$ cat config.mk
export PLATFORM = sky130hd
export DESIGN_NAME = add32_mp_seq
export DESIGN_NICKNAME = d
export VERILOG_FILES = /design/src/rtl/add32_mp_seq.sv
export SDC_FILE = /design/constraint.sdc
export NUM_CORES = 1
export LEC_CHECK = 0
export CAP_MARGIN = 20
export CORE_ASPECT_RATIO = 1.25
export CORE_MARGIN = 5
export CORE_UTILIZATION = 25
export DETAILED_ROUTE_END_ITERATION = 10
export SYNTH_ARGS = -nofsm -noshare
export SYNTH_HDL_FRONTEND = slang
export SYNTH_SLANG_ARGS = --single-unit
$ cat constraint.sdc
create_clock -name clk -period 2.02 [get_ports clk]
set_input_delay 0.303 -clock clk [delete_from_list [all_inputs] [get_ports clk]]
set_output_delay 0.303 -clock clk [all_outputs]
set_load 0.005 [all_outputs]
$ cat src/rtl/add32_mp_seq.sv
// add32_mp_seq: sequences operand word pairs onto an external 32-bit adder,
// waits a fixed settle time, captures sum/carry and chains carry across words
// for multi-precision addition.
module add32_mp_seq #(
  parameter int unsigned WIDTH  = 32,
  parameter int unsigned SETTLE = 2,
  parameter int unsigned IDXW   = 8
) (
  input  logic             clk,
  input  logic             rst_n,
  input  logic             in_valid,
  output logic             in_ready,
  input  logic [WIDTH-1:0] in_a,
  input  logic [WIDTH-1:0] in_b,
  input  logic             in_cin,
  input  logic             in_last,
  output logic [WIDTH-1:0] add_a,
  output logic [WIDTH-1:0] add_b,
  output logic             add_cin,
  input  logic [WIDTH-1:0] add_s,
  input  logic             add_cout,
  output logic             out_valid,
  input  logic             out_ready,
  output logic [WIDTH-1:0] out_sum,
  output logic             out_cout,
  output logic             out_last,
  output logic [IDXW-1:0]  out_idx
);

  localparam int unsigned CNTW = 4;

  typedef enum logic [1:0] {IDLE, WAIT, HOLD} state_t;

  state_t            state, state_nx;
  logic              first, first_nx;
  logic              carry, carry_nx;
  logic [CNTW-1:0]   cnt, cnt_nx;
  logic              last_r, last_r_nx;
  logic [WIDTH-1:0]  add_a_nx, add_b_nx;
  logic              add_cin_nx;
  logic              out_valid_nx;
  logic [WIDTH-1:0]  out_sum_nx;
  logic              out_cout_nx;
  logic              out_last_nx;
  logic [IDXW-1:0]   out_idx_nx;

  // Upstream may only hand over a word while no word is in flight.
  assign in_ready = (state == IDLE);

  // State and datapath registers; reset discards any partial operation.
  always_ff @(posedge clk or negedge rst_n) begin
    if (!rst_n) begin
      state     <= IDLE;
      first     <= 1'b1;
      carry     <= 1'b0;
      cnt       <= '0;
      last_r    <= 1'b0;
      add_a     <= '0;
      add_b     <= '0;
      add_cin   <= 1'b0;
      out_valid <= 1'b0;
      out_sum   <= '0;
      out_cout  <= 1'b0;
      out_last  <= 1'b0;
      out_idx   <= '0;
    end else begin
      state     <= state_nx;
      first     <= first_nx;
      carry     <= carry_nx;
      cnt       <= cnt_nx;
      last_r    <= last_r_nx;
      add_a     <= add_a_nx;
      add_b     <= add_b_nx;
      add_cin   <= add_cin_nx;
      out_valid <= out_valid_nx;
      out_sum   <= out_sum_nx;
      out_cout  <= out_cout_nx;
      out_last  <= out_last_nx;
      out_idx   <= out_idx_nx;
    end
  end

  // Next-state and next-register values; everything holds unless updated.
  always_comb begin
    state_nx     = state;
    first_nx     = first;
    carry_nx     = carry;
    cnt_nx       = cnt;
    last_r_nx    = last_r;
    add_a_nx     = add_a;
    add_b_nx     = add_b;
    add_cin_nx   = add_cin;
    out_valid_nx = out_valid;
    out_sum_nx   = out_sum;
    out_cout_nx  = out_cout;
    out_last_nx  = out_last;
    out_idx_nx   = out_idx;

    unique case (state)
      IDLE: begin
        if (in_valid) begin
          add_a_nx   = in_a;
          add_b_nx   = in_b;
          add_cin_nx = first ? in_cin : carry;
          last_r_nx  = in_last;
          out_idx_nx = first ? '0 : out_idx + IDXW'(1);
          cnt_nx     = CNTW'(SETTLE - 1);
          state_nx   = WAIT;
        end
      end
      WAIT: begin
        if (cnt != '0) begin
          cnt_nx = cnt - CNTW'(1);
        end else begin
          out_sum_nx   = add_s;
          out_cout_nx  = add_cout;
          carry_nx     = add_cout;
          out_last_nx  = last_r;
          out_valid_nx = 1'b1;
          state_nx     = HOLD;
        end
      end
      HOLD: begin
        if (out_ready) begin
          out_valid_nx = 1'b0;
          first_nx     = out_last;
          if (out_last) carry_nx = 1'b0;
          state_nx     = IDLE;
        end
      end
      default: state_nx = IDLE;
    endcase
  end

endmodule

==> results.py, run 1 <==
metrics = {
    "synthesis": {
        "synthMuxAreaShare_pct": 8.93,
        "syn-cell-area_um2": 4630,
        "netlist.area_leader.share_pct": 62.8,
        "synthAdderAreaFrac_pct": 0.541,
        "synth.distinct_cells": 34,
        "synth_seq_cells": 117,
        "ys_seq_area_share_pct": 63.3,
        "synth_simple_gate_area_share_pct": 21.3,
        "yosys.area_share.xor_xnor_pct": 0,
        "ys_warn_count": 0,
        "synth_top_area_cell": "dfrtp_1",
        "avgSynthCellArea_um2": 10.5,
        "synth_top_family_by_area": "simple AND/OR/NAND/NOR gates",
        "synth_cells": 440,
        "netlist_top_cells_area": "dfrtp_1 63%, nand2_1 17%, mux2_2 8.3%, buf_6 1.2%, clkbuf_1 0.89%",
        "synth_compound_area_share_pct": 3.22,
        "synth_nets": 545,
    },
    "sta": {
        "tns_ns": 0,
        "timing_max_transition_violations_final": 0,
        "fin_crit_sh_pct": 92.5,
        "hold_viol": 0,
        "finalSetupViolCount": 0,
        "fin_skew_ns": 0.00776,
        "tightest_slew_ns": 0.491,
        "period_needed_ns": 1.87,
        "rsz0062_at_grt": "false",
        "fmax_mhz": 535,
        "slew-limit-headroom_pct": 67.3,
    },
    "layout": {
        "area_growth_syn_to_layout_pct": 65.1,
        "layout_commonest_cell": "clkdlybuf4s50_1",
        "drive_above_1_share_pct": 12.1,
        "final_cell_mix": "210 x clkdlybuf4s50_1, 209 x nand2_1, 116 x dfrtp_1, 34 x mux2_2, 17 x clkbuf_16",
        "diodes": 0,
        "nets": 764,
        "final_cell_area_um2": 7640,
        "stdcell_count": 900,
    },
    "setup_path": {
        "r2r_cells": 6,
        "reg2reg_to": "out_sum[22]",
        "critPathLaunchType": "flop",
        "end_kind": "output port",
        "endpoint": "in_ready",
        "cp.required_ns": 1.72,
        "worstPathArrival_ns": 1.57,
        "crit_path_max_fanout": 8,
        "setup.worst_path.start": "state[1]",
        "crit_type": "flop to output port",
        "r2r_slack_ns": 0.25,
        "rr_startpoint": "cnt[0]",
    },
    "floorplan": {
        "die_w_um": 132,
        "rows": 55,
        "dieArea_um2": 21300,
        "die_h_um": 162,
        "initial_utilization_pct": 25.5,
        "core_um2": 18200,
        "boundaryPins": 212,
    },
    "routing": {
        "dr.pass1.iters": 4,
        "avgRoutedWirePerCell_um": 14.7,
        "postRouteAntennaNets": 0,
        "vias": 3802,
        "routed_via_density": 4.22,
        "post-route-drc-count": 0,
        "drt_wl_total_um": 13200,
        "drt_iter0_drc": 124,
    },
    "clocking": {
        "cts_tree": "yes",
        "cts_buffers": 17,
        "post_cts_buffers": 0,
        "htreeDepth": 4,
        "clock_latency_ns": 0.40,
        "cts-root-buf": "clkbuf_16",
        "clkTransAtPathRegs_ns": 0.06,
        "cts-resized-gates": 0,
        "ctsHoldBuffers": 1,
        "clock_sinks": 117,
        "clock_path_buffers": 2,
    },
    "global_route": {
        "grtUsageTotal_pct": 12.4,
        "grt_start_max_net_pins": 50,
        "antenna_found_initial": 0,
        "grt-ovfl-total": 0,
        "grt_pass1_vias": 4272,
        "grt_pass1_wl_um": 21600,
    },
    "placed_design": {
        "port_buffers": 211,
        "dpl.cell_count": 867,
        "dpl.hpwl_um": 9770,
        "place.gp.congestion": 0.791,
        "post_dp_cell_area_um2": 7010,
    },
    "power": {
        "power.total_mw": 12.2,
        "peakVddDrop_mv": 0.566,
        "power.density_nw_per_um2": 1600,
        "leakagePower_nw": 3.46,
    },
    "status": {
        "status": "complete, no violations",
    },
    "min_path": {
        "min_path_type": "input pin to async pin",
    },
    "flow_run": {
        "max-cap-violations": 0,
    },
}
[state kept, by name, summed over array words and instances (netlist names)]
register   cells
add_a         32
add_b         32
out_sum       32
out_idx        8
cnt            4
state          2
add_cin        1
carry          1
first          1
last_r         1
out_cout       1
out_last       1
out_valid      1
[where the power goes]
group          internal (mW)  switching [mW]
registers               3.50           0.773
clock network           2.06            1.07
logic                   2.92            1.87
[cells in the mapped netlist]
cell and instances:
nand2_1 209, dfrtp_1 116, mux2_2 34, clkbuf_1 11
o21ai_0 8, nand3_1 6, buf_6 5, nor2b_1 5
a21boi_1 3, a21oi_1 3, buf_1 3, mux2i_1 3
or4_1 3, buf_2 2, ha_1 2, inv_1 2
nand2b_1 2, nand3b_1 2, nor2_1 2, nor3_1 2
nor3b_2 2, o31ai_1 2, or3_1 2, a21o_1 1
a22oi_1 1, dfstp_2 1, nand2_2 1, nand4_1 1
o21a_1 1, o311ai_2 1, o32ai_1 1, o41ai_1 1
or3b_2 1, or3b_4 1
[worst max-delay path, stage by stage, from the launching register on]
cell and delay, ns:
dfrtp_1 0.49, nor2_1 0.13, clkdlybuf4s50_1 0.54
[worst min-delay path by stage]
stage	startpoint	to	slack [ns]	depth (start not counted)
floorplan	rst_n	add_a[0]	0.007	0
global placement	rst_n	out_idx[3]	0.31	1
detailed placement	rst_n	add_b[3]	0.31	1
CTS	in_b[27]	add_b[27]	0.40	3
global route	in_b[27]	add_b[27]	0.41	3
finish	rst_n	out_valid	0.42	2
[metrics by stage]
step / setup WS, ns / hold slack [ns] / utilization (%)
CTS: 0.113 / 0.400 / 42.0
global route: 0.0919 / 0.407 / 42.0
detailed placement: 0.0287 / 0.307 / 38.6
floorplan: 0.429 / 0.00741 / -
global placement: 0.0577 / 0.307 / 38.6
finish: 0.151 / 0.419 / 42.0
[logic make-up after synthesis]
kind of cell             after synthesis
multiplexers                          37
buffers and inverters                 23
AND/OR/NAND/NOR                      239
AO/OA/AOI/OAI                         22
flip-flops                           117
adder cells (fa/ha/maj)                2
[routing by layer]
| layer | up-vias | global-route usage, % | routed length [um] | part of all wire [%] |
|---|---|---|---|---|
| met2 | 158 | 20.3 | 6280 | 48 |
| met1 | 1777 | 14.4 | 5590 | 42 |
| met3 | 17 | 5.92 | 1130 | 8.5 |
| li1 | 1850 | - | - | - |
| met4 | 0 | 3.88 | 201 | 1.5 |
| met5 | - | 0 | 0 | 0 |
[cell type report]
| class | count | area (um2) |
|---|---|---|
| clock buffers | 19 | 433 |
| clock inverters | 13 | 183 |
| fillers | 1749 | 10500 |
| inverters | 2 | 7.51 |
| multi-input cells | 300 | 1580 |
| flip-flops and latches | 117 | 2930 |
| well taps | 228 | 285 |
| repair buffers | 221 | 2220 |
No activity file was read; power rests on OpenSTA's default activity.
==> run 2, diff against run 1 <==
--- a/config.mk
+++ b/config.mk
@@ -5,11 +5,14 @@
 export SDC_FILE = /design/constraint.sdc
 export NUM_CORES = 1
 export LEC_CHECK = 0
+export ABC_AREA = 1
 export CAP_MARGIN = 20
 export CORE_ASPECT_RATIO = 1.25
 export CORE_MARGIN = 5
-export CORE_UTILIZATION = 25
+export CORE_UTILIZATION = 42
+export CTS_BUF_LIST = sky130_fd_sc_hd__clkbuf_4 sky130_fd_sc_hd__clkbuf_8 sky130_fd_sc_hd__clkbuf_16
 export DETAILED_ROUTE_END_ITERATION = 10
+export PLACE_DENSITY = 0.8
 export SYNTH_ARGS = -nofsm -noshare
 export SYNTH_HDL_FRONTEND = slang
 export SYNTH_SLANG_ARGS = --single-unit
==> run 2 against run 1 <==
  * Synthesized cell count increased by 20%
  * Non-clock buffer count decreased by 1
  * Largest power group unchanged
  * Flip-flop and latch count unchanged
  * Setup slack improved by 0.066 ns
  * Register-to-register slack improved by 0.30 ns
  * Fmax increased by 3.7%
  * Sequential power decreased by 4.9%
  * Synthesized area increased by 5.3%
  * Clock power decreased by 4%
  * Die area decreased by 35%
  * Total power decreased by 2.1%
  * First-iteration DRC count increased by 4.0%
==> results.py, run 2 <==
metrics = {
    "status": {
        "status": "complete, no violations",
    },
    "sta": {
        "timing_max_transition_violations_final": 0,
        "tightest_slew_ns": 0.413,
        "rsz0062_at_grt": "false",
        "fin_skew_ns": 0.0118,
        "tns_ns": 0,
        "period_needed_ns": 1.80,
        "fmax_mhz": 555,
        "hold_viol": 0,
        "slew-limit-headroom_pct": 72.4,
        "fin_crit_sh_pct": 89.3,
        "finalSetupViolCount": 0,
    },
    "routing": {
        "vias": 4121,
        "route.met3.wl_um": 1430,
        "drt_wl_total_um": 12700,
        "dr.pass1.iters": 4,
        "wl_met2_um": 6160,
        "met1Wirelength_um": 5040,
        "post-route-drc-count": 0,
        "postRouteAntennaNets": 0,
        "avgRoutedWirePerCell_um": 14.2,
        "maxUsedRoutingLayer": "met4",
        "routed_via_density": 4.59,
        "drt_iter0_drc": 129,
    },
    "clocking": {
        "cts-root-buf": "clkbuf_16",
        "cts-resized-gates": 0,
        "cts_tree": "yes",
        "clkTransAtPathRegs_ns": 0.05,
        "htreeDepth": 4,
        "clock_path_buffers": 2,
        "clock_latency_ns": 0.40,
        "clock_sinks": 117,
        "cts_buffers": 17,
    },
    "power": {
        "leakagePower_nw": 3.75,
        "peakVddDrop_mv": 0.806,
        "power.total_mw": 11.9,
        "power.density_nw_per_um2": 1550,
    },
    "synthesis": {
        "syn-cell-area_um2": 4870,
        "synth.distinct_cells": 25,
        "synth_cells": 530,
        "yosysMostFrequentCell": "nand2_1",
        "synth_top_area_cell": "dfrtp_1",
        "synthTopCellsByCount": "261 x nand2_1, 116 x dfrtp_1, 44 x inv_1",
        "ys_warn_count": 0,
        "ys_seq_area_share_pct": 60.1,
        "async_flop_share_pct": 100,
        "ys.flop_type": "dfrtp_1",
        "netlist.area_leader.share_pct": 59.6,
        "synth_seq_cells": 117,
        "synth_edf_count": 0,
        "avgSynthCellArea_um2": 9.19,
        "netlist_top_cells_area": "dfrtp_1 60%, nand2_1 20%, o21ai_2 6.1%, inv_1 3.4%, buf_6 2.1%",
        "synth_nets": 635,
    },
    "placed_design": {
        "dpl.cell_count": 865,
        "port_buffers": 211,
        "place.gp.congestion": 0.750,
        "dpl.hpwl_um": 9470,
        "post_dp_cell_area_um2": 7080,
    },
    "layout": {
        "final_cell_mix": "261 x nand2_1, 210 x clkdlybuf4s50_1, 116 x dfrtp_1, 44 x inv_1, 34 x o21ai_2",
        "fin_util_pct": 66.9,
        "reg_top3": "add_a (32), add_b (32), out_sum (32)",
        "final_cell_area_um2": 7690,
        "stdcell_count": 897,
        "diodes": 0,
        "area_growth_syn_to_layout_pct": 58.0,
        "layout_commonest_cell": "nand2_1",
        "nets": 852,
        "drive_above_1_share_pct": 11.1,
    },
    "floorplan": {
        "die_h_um": 130,
        "dieArea_um2": 13900,
        "core_um2": 11500,
        "die_w_um": 106,
        "rows": 44,
        "boundaryPins": 212,
        "initial_utilization_pct": 42.3,
    },
    "global_route": {
        "grt_pass1_wl_um": 21100,
        "grt_start_max_net_pins": 73,
        "grt_pass1_vias": 4322,
        "grt-ovfl-total": 0,
        "grtUsageTotal_pct": 19.0,
        "antenna_found_initial": 0,
    },
    "setup_path": {
        "crit_path_max_fanout": 3,
        "critPathLaunchType": "flop",
        "cp.required_ns": 1.72,
        "setup.worst_path.start": "state[1]",
        "end_kind": "output port",
        "crit_type": "flop to output port",
        "rr_startpoint": "state[1]",
        "worstPathArrival_ns": 1.50,
    },
    "flow_run": {
        "max-cap-violations": 0,
    },
    "min_path": {
        "min_path_type": "input pin to async pin",
    },
}
==> run 2: worst paths after layout <==
| check | depth (start not counted) | slack [ns] | to |
|---|---|---|---|
| max | 2 | 0.22 | in_ready |
| min | 2 | 0.40 | out_sum[4] |
| max reg2reg | 6 | 0.55 | out_idx[0] |
| min reg2reg | 2 | 0.47 | add_b[21] |
| max in group asynchronous | 3 | 1.04 | first |
| min in group clk | 3 | 0.44 | add_b[2] |
==> run 2: timing repair <==
item | in CTS | in global routing
hold buffers | 1 | 0
buffers inserted | 0 | 0
setup endpoints to repair | 0 | 0
hold endpoints to repair | 27 | 0
==> run 2: report_power, final <==
part	leakage [nW]	internal (mW)	switching [mW]	total, mW
clock	0.287	2.00	1.01	3.01
sequential	1.45	3.44	0.630	4.07
combinational	2.01	2.69	2.18	4.86
total	3.75	8.13	3.82	11.9
==> run 2: metrics by stage <==
step                setup WS, ns  hold WS, ns
finish                     0.217        0.399
global route               0.166        0.420
CTS                        0.184        0.378
detailed placement         0.301        0.266
global placement           0.338        0.264
floorplan                  0.804      0.00741
==> run 2: critical path, cell delays in order (launching register included) <==
cell and delay [ns]:
dfrtp_1 0.44, nor2_4 0.14, clkdlybuf4s50_1 0.53
==> run 2: final cells by class <==
cell class | instances | area (um2)
tap | 138 | 173
sequential | 117 | 2930
fill | 904 | 3810
clock inverter | 7 | 95.1
inverter | 46 | 173
multi-input combinational | 345 | 1580
timing repair buffer | 220 | 2230
clock buffer | 24 | 509
==> run 2: layer usage <==
layer | global-route usage [%] | up-vias
met5 | 0 | -
met4 | 5.49 | 0
met3 | 9.58 | 8
met2 | 31.4 | 169
met1 | 21.9 | 1904
li1 | - | 2040
==> run 2: cell families after synthesis <==
family	share of synthesized area (%)
adder cells (fa/ha/maj)	0.514
buffers and inverters	7.32
AND/OR/NAND/NOR	24.0
XOR/XNOR	0.540
AO/OA/AOI/OAI	7.43
flip-flops	60.1
==> run 3, diff against run 2 <==
--- a/config.mk
+++ b/config.mk
@@ -9,10 +9,10 @@
 export CAP_MARGIN = 20
 export CORE_ASPECT_RATIO = 1.25
 export CORE_MARGIN = 5
-export CORE_UTILIZATION = 42
+export CORE_UTILIZATION = 46
 export CTS_BUF_LIST = sky130_fd_sc_hd__clkbuf_4 sky130_fd_sc_hd__clkbuf_8 sky130_fd_sc_hd__clkbuf_16
 export DETAILED_ROUTE_END_ITERATION = 10
-export PLACE_DENSITY = 0.8
+export PLACE_DENSITY = 0.86
 export SYNTH_ARGS = -nofsm -noshare
 export SYNTH_HDL_FRONTEND = slang
 export SYNTH_SLANG_ARGS = --single-unit
==> constraint.sdc (replaced) <==
create_clock -name clk -period 2.1 [get_ports clk]
set_input_delay 0.315 -clock clk [delete_from_list [all_inputs] [get_ports clk]]
set_output_delay 0.315 -clock clk [all_outputs]
set_load 0.005 [all_outputs]
==> run 3 against run 2 <==
  * Die area fell by 8.0%
  * Register-to-register slack improved by 0.11 ns
  * Critical endpoint unchanged
  * Non-clock buffer count fell by 1
  * Cell area barely moved
  * Sequential share of layout area barely moved
==> results.py, run 3 (synthesized netlist as in run 2, its figures left out) <==
metrics = {
    "setup_path": {
        "critPathLaunchType": "flop",
        "crit_type": "flop to output port",
        "crit_path_max_fanout": 3,
        "cp.required_ns": 1.78,
        "end_kind": "output port",
        "r2r_cells": 6,
        "worstPathArrival_ns": 1.49,
    },
    "global_route": {
        "grt_pass1_wl_um": 20200,
        "grt_start_max_net_pins": 73,
        "antenna_found_initial": 0,
        "grt-ovfl-total": 0,
        "grt_pass1_vias": 4305,
        "grtUsageTotal_pct": 20.0,
    },
    "routing": {
        "wl_met2_um": 6340,
        "avgRoutedWirePerCell_um": 14.2,
        "dr.pass1.iters": 5,
        "drt_iter0_drc": 169,
        "maxUsedRoutingLayer": "met4",
        "vias": 4170,
        "route.met3.wl_um": 1370,
        "post-route-drc-count": 0,
        "met1Wirelength_um": 4760,
        "routed_via_density": 4.68,
        "drt_wl_total_um": 12600,
        "postRouteAntennaNets": 0,
    },
    "floorplan": {
        "die_w_um": 102,
        "initial_utilization_pct": 46.6,
        "die_h_um": 125,
        "rows": 42,
        "core_um2": 10500,
        "dieArea_um2": 12800,
        "boundaryPins": 212,
    },
    "clocking": {
        "clkTransAtPathRegs_ns": 0.05,
        "cts-resized-gates": 0,
        "ctsHoldBuffers": 1,
        "htreeDepth": 4,
        "clock_sinks": 117,
        "cts-root-buf": "clkbuf_16",
        "clock_latency_ns": 0.40,
        "cts_tree": "yes",
        "clock_path_buffers": 2,
        "cts_buffers": 17,
        "post_cts_buffers": 0,
    },
    "min_path": {
        "min_path_type": "input pin to async pin",
    },
    "sta": {
        "fmax_mhz": 554,
        "fin_skew_ns": 0.00812,
        "tightest_slew_ns": 0.572,
        "finalSetupViolCount": 0,
        "slew-limit-headroom_pct": 61.9,
        "period_needed_ns": 1.80,
        "hold_viol": 0,
        "timing_max_transition_violations_final": 0,
        "tns_ns": 0,
        "fin_crit_sh_pct": 85.9,
        "rsz0062_at_grt": "false",
    },
    "placed_design": {
        "port_buffers": 211,
        "place.gp.congestion": 0.836,
        "post_dp_cell_area_um2": 7040,
        "dpl.hpwl_um": 9430,
    },
    "layout": {
        "drive_above_1_share_pct": 11.1,
        "layout_commonest_cell": "nand2_1",
        "reg_top3": "add_a (32), add_b (32), out_sum (32)",
        "fin_util_pct": 73.6,
        "nets": 851,
        "diodes": 0,
        "final_cell_mix": "261 x nand2_1, 210 x clkdlybuf4s50_1, 116 x dfrtp_1, 44 x inv_1, 34 x o21ai_2",
        "final_cell_area_um2": 7700,
        "area_growth_syn_to_layout_pct": 58.1,
    },
    "power": {
        "power.density_nw_per_um2": 1520,
        "peakVddDrop_mv": 0.755,
        "leakagePower_nw": 3.76,
    },
    "flow_run": {
        "max-cap-violations": 0,
    },
    "status": {
        "status": "complete, no violations",
    },
}
-- run 3: cell types whose count changed in the layout (fill, tap and decap cells not counted) --
| cell | previous run | this run |
|---|---|---|
| clkinv_2 | 1 | 3 |
| clkinvlp_4 | 4 | 3 |
| bufinv_16 | 2 | 5 |
| clkinv_4 | 0 | 2 |
| buf_12 | 4 | 2 |
| clkbuf_4 | 2 | 1 |
| clkbuf_8 | 5 | 1 |
| buf_4 | 5 | 6 |
-- run 3: final cells by class --
cell class                      instances  area [um2]
Timing Repair Buffer                  219        2200
Tap cell                              132         165
Multi-Input combinational cell        345        1580
Inverter                               46         173
Clock inverter                         13         205
Fill cell                             745        2760
Clock buffer                           19         447
Sequential cell                       117        2930
-- run 3: worst paths after layout --
kind	slack (ns)	to	from
worst max-delay path	0.30	in_ready	state[1]
worst min-delay path	0.25	add_b[31]	rst_n
worst max register to register	0.66	out_idx[5]	state[1]
worst min register to register	0.47	add_a[14]	add_a[14]
max in group asynchronous	1.10	add_b[3]	rst_n
min in group clk	0.46	add_a[29]	in_a[29]
-- run 3: power breakdown --
part / switching, mW / leakage, nW / total [mW] / internal [mW]
Clock: 0.992 / 0.312 / 3.14 / 2.15
Sequential: 0.627 / 1.45 / 3.94 / 3.31
Combinational: 2.09 / 2.00 / 4.65 / 2.56
Total: 3.71 / 3.76 / 11.7 / 8.02
-- run 3: worst max-delay path: stages, from the launching register on --
cell and delay (ns):
dfrtp_1 0.44, nor2_4 0.14, clkdlybuf4s50_1 0.52
-- run 3: metal layers --
| metal | GRT usage [%] | vias up |
|---|---|---|
| met5 | 0 | - |
| met4 | 6.72 | 0 |
| met3 | 8.52 | 15 |
| met2 | 33.8 | 171 |
| met1 | 22.5 | 1942 |
| li1 | - | 2042 |
-- run 3: through the flow --
step / setup slack [ns] / hold WS [ns] / power (mW) / std cells
3_3_place_gp: 0.460 / 0.118 / 8.47 / 858
5_1_grt: 0.239 / 0.231 / 12.5 / 891
6_report: 0.296 / 0.252 / 11.7 / 891
4_1_cts: 0.270 / 0.238 / 11.9 / 891
2_1_floorplan: 0.884 / 0.0194 / 6.07 / 530
3_5_place_dp: 0.413 / 0.120 / 8.67 / 858
